## src/rtl/fetch_pkg.sv

```systemverilog
// Shared types and constants for the instruction-fetch stage.
package fetch_pkg;

  localparam int IMEM_W      = 32;
  localparam int INSTR_BYTES = 4;

  typedef struct packed {
    logic [IMEM_W-1:0] pc;
    logic [31:0]       instr;
  } fe_entry_t;

endpackage

```

## src/rtl/fetch_fifo.sv

```systemverilog
// Circular-buffer FIFO holding fetched {pc, instr} entries; flush empties it in one cycle.
module fetch_fifo
  import fetch_pkg::*;
#(
  parameter int  DEPTH   = 2,
  parameter type entry_t = fe_entry_t,
  localparam int PTR_W   = $clog2(DEPTH)
) (
  input  logic           clk_i,
  input  logic           rst_i,
  input  logic           push_i,
  input  logic           pop_i,
  input  logic           flush_i,
  input  entry_t         tail_i,
  output entry_t         head_o,
  output logic [PTR_W:0] count_o,
  output logic           full_o,
  output logic           empty_o
);

  entry_t           mem_q [DEPTH];
  logic [PTR_W-1:0] rd_ptr_q, rd_ptr_d;
  logic [PTR_W-1:0] wr_ptr_q, wr_ptr_d;
  logic [PTR_W:0]   count_q, count_d;

  always_comb begin
    // NOTE: every output of this block gets a default first so no latch is inferred.
    rd_ptr_d = rd_ptr_q;
    wr_ptr_d = wr_ptr_q;
    count_d  = count_q;
    if (flush_i) begin
      rd_ptr_d = '0;
      wr_ptr_d = '0;
      count_d  = '0;
    end else begin
      if (push_i) wr_ptr_d = wr_ptr_q + 1'b1;
      if (pop_i)  rd_ptr_d = rd_ptr_q + 1'b1;
      case ({push_i, pop_i})
        2'b10:   count_d = count_q + 1'b1;
        2'b01:   count_d = count_q - 1'b1;
        default: count_d = count_q;
      endcase
    end
  end

  always_ff @(posedge clk_i or posedge rst_i) begin
    if (rst_i) begin
      // NOTE: the storage is reset too, so the stale head seen while empty is all zeros after reset.
      for (int i = 0; i < DEPTH; i++) mem_q[i] <= '0;
      rd_ptr_q <= '0;
      wr_ptr_q <= '0;
      count_q  <= '0;
    end else begin
      // NOTE: non-blocking assignments so every register samples pre-edge values.
      if (push_i && !flush_i) mem_q[wr_ptr_q] <= tail_i;
      rd_ptr_q <= rd_ptr_d;
      wr_ptr_q <= wr_ptr_d;
      count_q  <= count_d;
    end
  end

  assign head_o  = mem_q[rd_ptr_q];
  assign count_o = count_q;
  assign full_o  = (count_q == (PTR_W+1)'(DEPTH));
  assign empty_o = (count_q == '0);

endmodule

```

## src/rtl/if_fetch_unit.sv

```systemverilog
// Instruction-fetch stage: owns the PC, reads imem combinationally and queues
// {pc, instr} pairs toward decode; redirects from execute flush the queue.
module if_fetch_unit
  import fetch_pkg::*;
#(
  parameter int                IMEM_W   = 32,
  parameter int                DEPTH    = 2,
  parameter logic [IMEM_W-1:0] RESET_PC = '0
) (
  input  logic              clk_i,
  input  logic              rst_i,
  output logic [IMEM_W-1:0] paddr_o,
  input  logic [31:0]       prdata_i,
  input  logic              redirect_valid_i,
  input  logic [IMEM_W-1:0] redirect_pc_i,
  input  logic              halt_i,
  output logic              fe_valid_o,
  input  logic              fe_ready_i,
  output logic [31:0]       fe_instr_o,
  output logic [IMEM_W-1:0] fe_pc_o
);

  localparam int CNT_W = $clog2(DEPTH) + 1;

  logic [IMEM_W-1:0] pc_q, pc_d;
  logic              pop_req, pop, fetch;
  logic [CNT_W-1:0]  fifo_count;
  logic              fifo_full, fifo_empty;
  fe_entry_t         fifo_head, fifo_tail;

  assign paddr_o    = pc_q;
  assign fe_valid_o = !fifo_empty;
  assign fe_instr_o = fifo_head.instr;
  assign fe_pc_o    = fifo_head.pc;

  // A head offered during a redirect cycle is killed, so the pop is withheld.
  assign pop_req   = fe_valid_o && fe_ready_i;
  assign pop       = pop_req && !redirect_valid_i;
  assign fetch     = !redirect_valid_i && !halt_i && (!fifo_full || pop_req);
  assign fifo_tail = '{pc: pc_q, instr: prdata_i};

  always_comb begin
    pc_d = pc_q;
    if (redirect_valid_i)
      pc_d = {redirect_pc_i[IMEM_W-1:2], 2'b00};
    else if (fetch)
      pc_d = pc_q + IMEM_W'(INSTR_BYTES);
  end

  always_ff @(posedge clk_i or posedge rst_i) begin
    if (rst_i) pc_q <= RESET_PC;
    else       pc_q <= pc_d;
  end

  fetch_fifo #(
    .DEPTH   (DEPTH),
    .entry_t (fe_entry_t)
  ) u_fifo (
    .clk_i   (clk_i),
    .rst_i   (rst_i),
    .push_i  (fetch),
    .pop_i   (pop),
    .flush_i (redirect_valid_i),
    .tail_i  (fifo_tail),
    .head_o  (fifo_head),
    .count_o (fifo_count),
    .full_o  (fifo_full),
    .empty_o (fifo_empty)
  );

  count_in_range_a : assert property (@(posedge clk_i) disable iff (rst_i)
    fifo_count <= CNT_W'(DEPTH));

endmodule

```

## config.mk

```make
export PLATFORM = sky130hd
export DESIGN_NAME = if_fetch_unit
export DESIGN_NICKNAME = d
export VERILOG_FILES = /design/src/rtl/fetch_pkg.sv /design/src/rtl/fetch_fifo.sv /design/src/rtl/if_fetch_unit.sv
export SDC_FILE = /design/constraint.sdc
export NUM_CORES = 1
export LEC_CHECK = 0
export ABC_CLOCK_PERIOD_IN_PS = 6450
export BUFFER_PORTS_ARGS = -buffer_cell sky130_fd_sc_hd__buf_2
export CAP_MARGIN = 20
export CORE_ASPECT_RATIO = 0.7
export CORE_MARGIN = 2
export CORE_UTILIZATION = 40
export DETAILED_ROUTE_END_ITERATION = 7
export PLACE_DENSITY = 0.63
export SETUP_SLACK_MARGIN = 0.05
export SYNTH_ARGS = -nofsm -noshare
export SYNTH_HDL_FRONTEND = slang
export SYNTH_SLANG_ARGS = --single-unit
```

## constraint.sdc

```tcl
create_clock -name clk_i -period 6.45 [get_ports clk_i]
set_input_delay 0.645 -clock clk_i [delete_from_list [all_inputs] [get_ports clk_i]]
set_output_delay 0.645 -clock clk_i [all_outputs]
set_load 0.01 [all_outputs]
```

* Word-level counts from Yosys, hierarchy flattened *
Index checks and enable logic that the tools add are counted.

cells by class
  $lt $le $gt $ge = 3
  bitwise operators = 2
  mux-type cells = 14
  $add $sub $neg = 5
  reductions and logical operators = 15
  equality and inequality tests = 3

operators with widths
  cell                                                         number
  2-to-1 mux 64 bit                                            4
  bitwise mux 128 bit                                          1
  demux 64 bit (select 1 bit)                                  1
  2-to-1 mux 32 bit                                            2
  adder 32 x 3 -> 32 bit (second input constant)               1
  logical AND 1 bit                                            6
  == test 2 bit (second input constant)                        2
  >= comparator 2 bit (second input constant)                  2
  logical NOT 1 bit                                            4
  2-to-1 mux 1 bit                                             4
  inverter 1 -> 2 bit                                          2
  one-hot mux 2 bit (2 select lines)                           1
  nonzero test 2 bit                                           2
  nonzero test 3 bit                                           1
  adder 1 bit (second input constant)                          2
  adder 2 x 1 -> 2 bit (second input constant)                 1
  == test 2 x 1 -> 1 bit (second input constant)               1
  logical NOT 2 bit                                            1
  less-than comparator 2 x 1 -> 1 bit (second input constant)  1
  2-to-1 mux 2 bit                                             1
  subtractor 2 x 1 -> 2 bit (second input constant)            1
  logical OR 1 bit                                             1

storage, ports and cells
  output and inout port bits = 97
  word-level logic and storage cells = 50
  input port bits = 69
  register bits after elaboration = 164

* Logic depth before layout (Yosys ltp) *
  word-level depth = 8
  depth in mapped cells = 7
  depth with buffers taken out = 5

* Modules after synthesis *
From an unflattened synthesis, not the netlist that was laid out.

second synthesis, totals
  cell total of the unflattened synthesis = 601
  area, all modules = 8030.2 sq um

by module, submodules not included
  module         times used  cells each  area each (sq um)  seq. area each (sq um)
  fetch_fifo     1           362         6047.0             3303.2
  if_fetch_unit  1           239         1983.2             750.7

* Worst setup path after synthesis *
Ideal clock, no wire load.

  path type = input port to flip-flop
  start point = in halt_i
  end point = reg pc_q[31], in the netlist paddr_o[31]
  setup slack = 4061 ps
  arrival time = 2248 ps
  stages on the path = 7
  path buffers = 3
  required time = 6309 ps
  setup time = 141 ps
  cell sequence = buf_2 nand3b_4 or4_1 clkbuf_1 clkbuf_1 o41ai_1 a31oi_1

between the ends
  word-level cells in the longest chain between the ends = 4

RTL lines
  item                             RTL line             source
  start: declaration               if_fetch_unit.sv:16  input logic halt_i,
  logical NOT 1 bit                if_fetch_unit.sv:39  assign fetch = !redirect_valid_i && !halt_i && (!fifo_full || pop_req);
  logical AND 1 bit (2 in series)  if_fetch_unit.sv:39
  nonzero test 2 bit (no line)     n/a
  end signal: assignment           if_fetch_unit.sv:52  else pc_q <= pc_d;
  end: declaration                 if_fetch_unit.sv:25  logic [IMEM_W-1:0] pc_q, pc_d;

No other way between the ends.
A chain may end at the register's enable or synchronous reset.

* Final worst setup path *
  start point = reg u_fifo.rd_ptr_q
  end point = out fe_pc_o[28]

between the ends
  word-level cells in the longest chain between the ends = 4

RTL lines
  item                                                   RTL line             source
  start: declaration                                     fetch_fifo.sv:22     logic [PTR_W-1:0] rd_ptr_q, rd_ptr_d;
  start signal: assignment                               fetch_fifo.sv:56     rd_ptr_q <= rd_ptr_d;
  inverter 1 -> 2 bit (not written as such)              fetch_fifo.sv:62     assign head_o = mem_q[rd_ptr_q];
  2-to-1 mux 64 bit (not written as such) (3 in series)  fetch_fifo.sv:62
  end: declaration                                       if_fetch_unit.sv:20  output logic [IMEM_W-1:0] fe_pc_o

No other way between the ends. The select of a mux whose other input is x is not followed.

==> results.md <==
* Total power at 3.03 mW
* Final period util at 0.478
* Final setup vio count at 0
* Slew headroom at 0.315
* Setup TNS at 0 ns
* CTS resizes at 0
* Post-synth top cells: mux2_2 (187), dfrtp_1 (158), nor2_1 (25), clkbuf_1 (24), nand2_1 (23)
* Logic pwr share at 0.233
* Flop pwr share at 0.459
* CTS sink cnt at 158
* Sw Share at 0.283
* Placer Congestion at 0.813
* Area contributors post-synth: dfrtp_1 (54%), mux2_2 (29%), or4_1 (1.9%)
* Ant. Diodes at 0
* Root Driver: clkbuf_16
* Core area at 0.0181 mm²
* Row count at 41
* Final WS setup at 3.36 ns
* Hold WS at 0.333 ns
* Family with the most delay on the worst path: flip-flops
* Top cell type's share of synthesized area at 0.536
* Worst-path clk slew at 0.06 ns
* Hold Vio Cnt, Final at 0
* Bufs and invs on worst path at 2
* Cell taking the most area after synthesis: dfrtp_1
* Max Cap Violations at 0
* Int Power at 2.17 mW
* Worst min-delay path class: in2async
* Dpl cell area at 0.00832 mm²
* RSZ-0062 raised after global routing: no
* Fmax at 324 MHz
* Synth cell types at 43
* Leakage at 3.84 nW
* Most used DFF post-synth: dfrtp_1
* Clk network pwr share at 0.308
* Outcome: completed
* Fraction of registers with async set/reset at 1.00
* Drt total wl at 17300 µm
* Reg2Reg Setup Slack at 3.36 ns
* Initial antenna violation count at 0
* Register bit total from synthesis at 158
* Worst vdd ir at 0.173 mV
* Die height at 118 µm
* DR vias/cell at 5.29
* Setup crit start kind: flop
* Die footprint at 0.0195 mm²
* IO buf count at 159
* Mapped Cells at 570
* Ys Warns at 0
* Slowest stage delay, CP at 0.83 ns
* Sw Pwr at 0.857 mW
* EDFF count, synth at 0
* Nets at 785
* DR vias at 5092
* Mapped Area at 0.00737 mm²
* Register Area at 0.00396 mm²
* # H-tree levels at 4
* Fin area at 0.00893 mm²
* 1st-pass router iterations at 4
* Most common cell in the netlist: mux2_2
* GR Overflow Total at 0
* Layout cells sized above 1 at 0.538
* DP HPWL at 11500 µm
* Power Density at 340 mW/mm²
* Total track usage at 0.184
* Multi-input gate area at 0.00321 mm²
* Buffer depth of the longest clock path at 2
* Pre-CTS setup slack at 2.47 ns
* Area grow syn2layout at 21.2%
* Layout Cells excl Fill at 963
* Clk_lat worst skew at 0.42 ns
* Largest net degree at the start of global routing at 86
* DRC Markers at 0
* Crit-path max FO at 37
* Clk_skew at 0.0101 ns
* Hold_buf cts at 0
* Cell total after placement at 929
* Initial Util at 0.408
* Die Width at 166 µm
* Worst slew pin tran at 1.02 ns
* Sequential fraction of the synthesis area at 0.536
* Number of global-route vias before repair at 5299
* CP Data Arrival Time at 2.44 ns
* Antenna Nets Post-Route at 0
* CP Class: reg2out
* Slowest cell on crit path: dfrtp_2
* Final core utilization at 0.495
* Mean area per synthesized cell at 12.9 µm²
* Min cycle time layout at 3.09 ns
* Slew Limit Fails at 0
* Buffer count from post-CTS setup fixing at 0
* Initial DRC Count at 321
* Avg WL per Cell at 17.9 µm
* CTS buffer count at 17
* TritonCTS clock tree: built
* First-pass GRT wire length at 28400 µm
* Setup crit end kind: output pin
* Worst Path Required at 5.80 ns
* Filler instances at 1604
* Ports at 166
* Critical Path, Cell by Cell: buf_4 -> mux2_2 -> buf_2
[state kept, by name (all words and copies together), names as in the netlist]
signal and flops:
u_fifo.wr_ptr_q 1, paddr_o 30, u_fifo.mem_q 124, u_fifo.rd_ptr_q 1, u_fifo.count_o 2
[final timing paths]
kind	startpoint	to	cells after the start
max	u_fifo.rd_ptr_q	fe_pc_o[28]	3
min	rst_i	u_fifo.mem_q[69]	2
max reg2reg	u_fifo.count_o[1]	u_fifo.mem_q[9]	6
min reg2reg	u_fifo.mem_q[35]	u_fifo.mem_q[35]	1
max in group asynchronous	rst_i	u_fifo.mem_q[72]	4
min in group clk_i	redirect_pc_i[5]	paddr_o[5]	3
[layout make-up]
type / count / area share
multi-input cells: 365 / 0.360
clock buffers: 21 / 0.0504
clock inverters: 10 / 0.0102
inverters: 6 / 0.00308
well taps: 236 / 0.0331
flip-flops and latches: 158 / 0.443
repair buffers: 167 / 0.101
[cells in the final DEF (no fill, tap or decap), types with 9 or more instances in the layout]
| cell | instances |
|---|---|
| o21ai_0 | 12 |
| nor2_1 | 25 |
| xnor2_1 | 10 |
| mux2_2 | 187 |
| a31oi_1 | 19 |
| o31ai_1 | 15 |
| dfrtp_1 | 157 |
| buf_2 | 159 |
| or4_1 | 19 |
| clkbuf_16 | 17 |
| nand2_1 | 23 |
| nand3_1 | 9 |
[cells by family after synthesis]
family / count (synthesis) / synth area share
AND/OR/NAND/NOR: 107 / 0.0820
flip-flops: 158 / 0.536
multiplexers: 189 / 0.288
buffers and inverters: 50 / 0.0307
adder cells (fa/ha/maj): 1 / 0.00170
AO/OA/AOI/OAI: 53 / 0.0472
other: 1 / 0.000509
XOR/XNOR: 11 / 0.0131
[power groups by stage]
stage	Clock (mW)	Sequential [mW]	Combinational (mW)
2_1_floorplan	0	1.36	0.495
3_3_place_gp	0	1.38	0.683
3_5_place_dp	0	1.41	0.710
4_1_cts	0.961	1.39	0.714
5_1_grt	1.02	1.42	0.772
6_report	0.934	1.39	0.707
[routing by layer]
layer  track usage  vias up  part of all wire
li1              -     2362                 -
met1         0.250     2546              0.46
met2         0.286      166              0.46
met3        0.0541       18             0.064
met4        0.0560        0             0.015
met5             0        -                 0
Note: power is estimated with default switching activity, not from simulation.
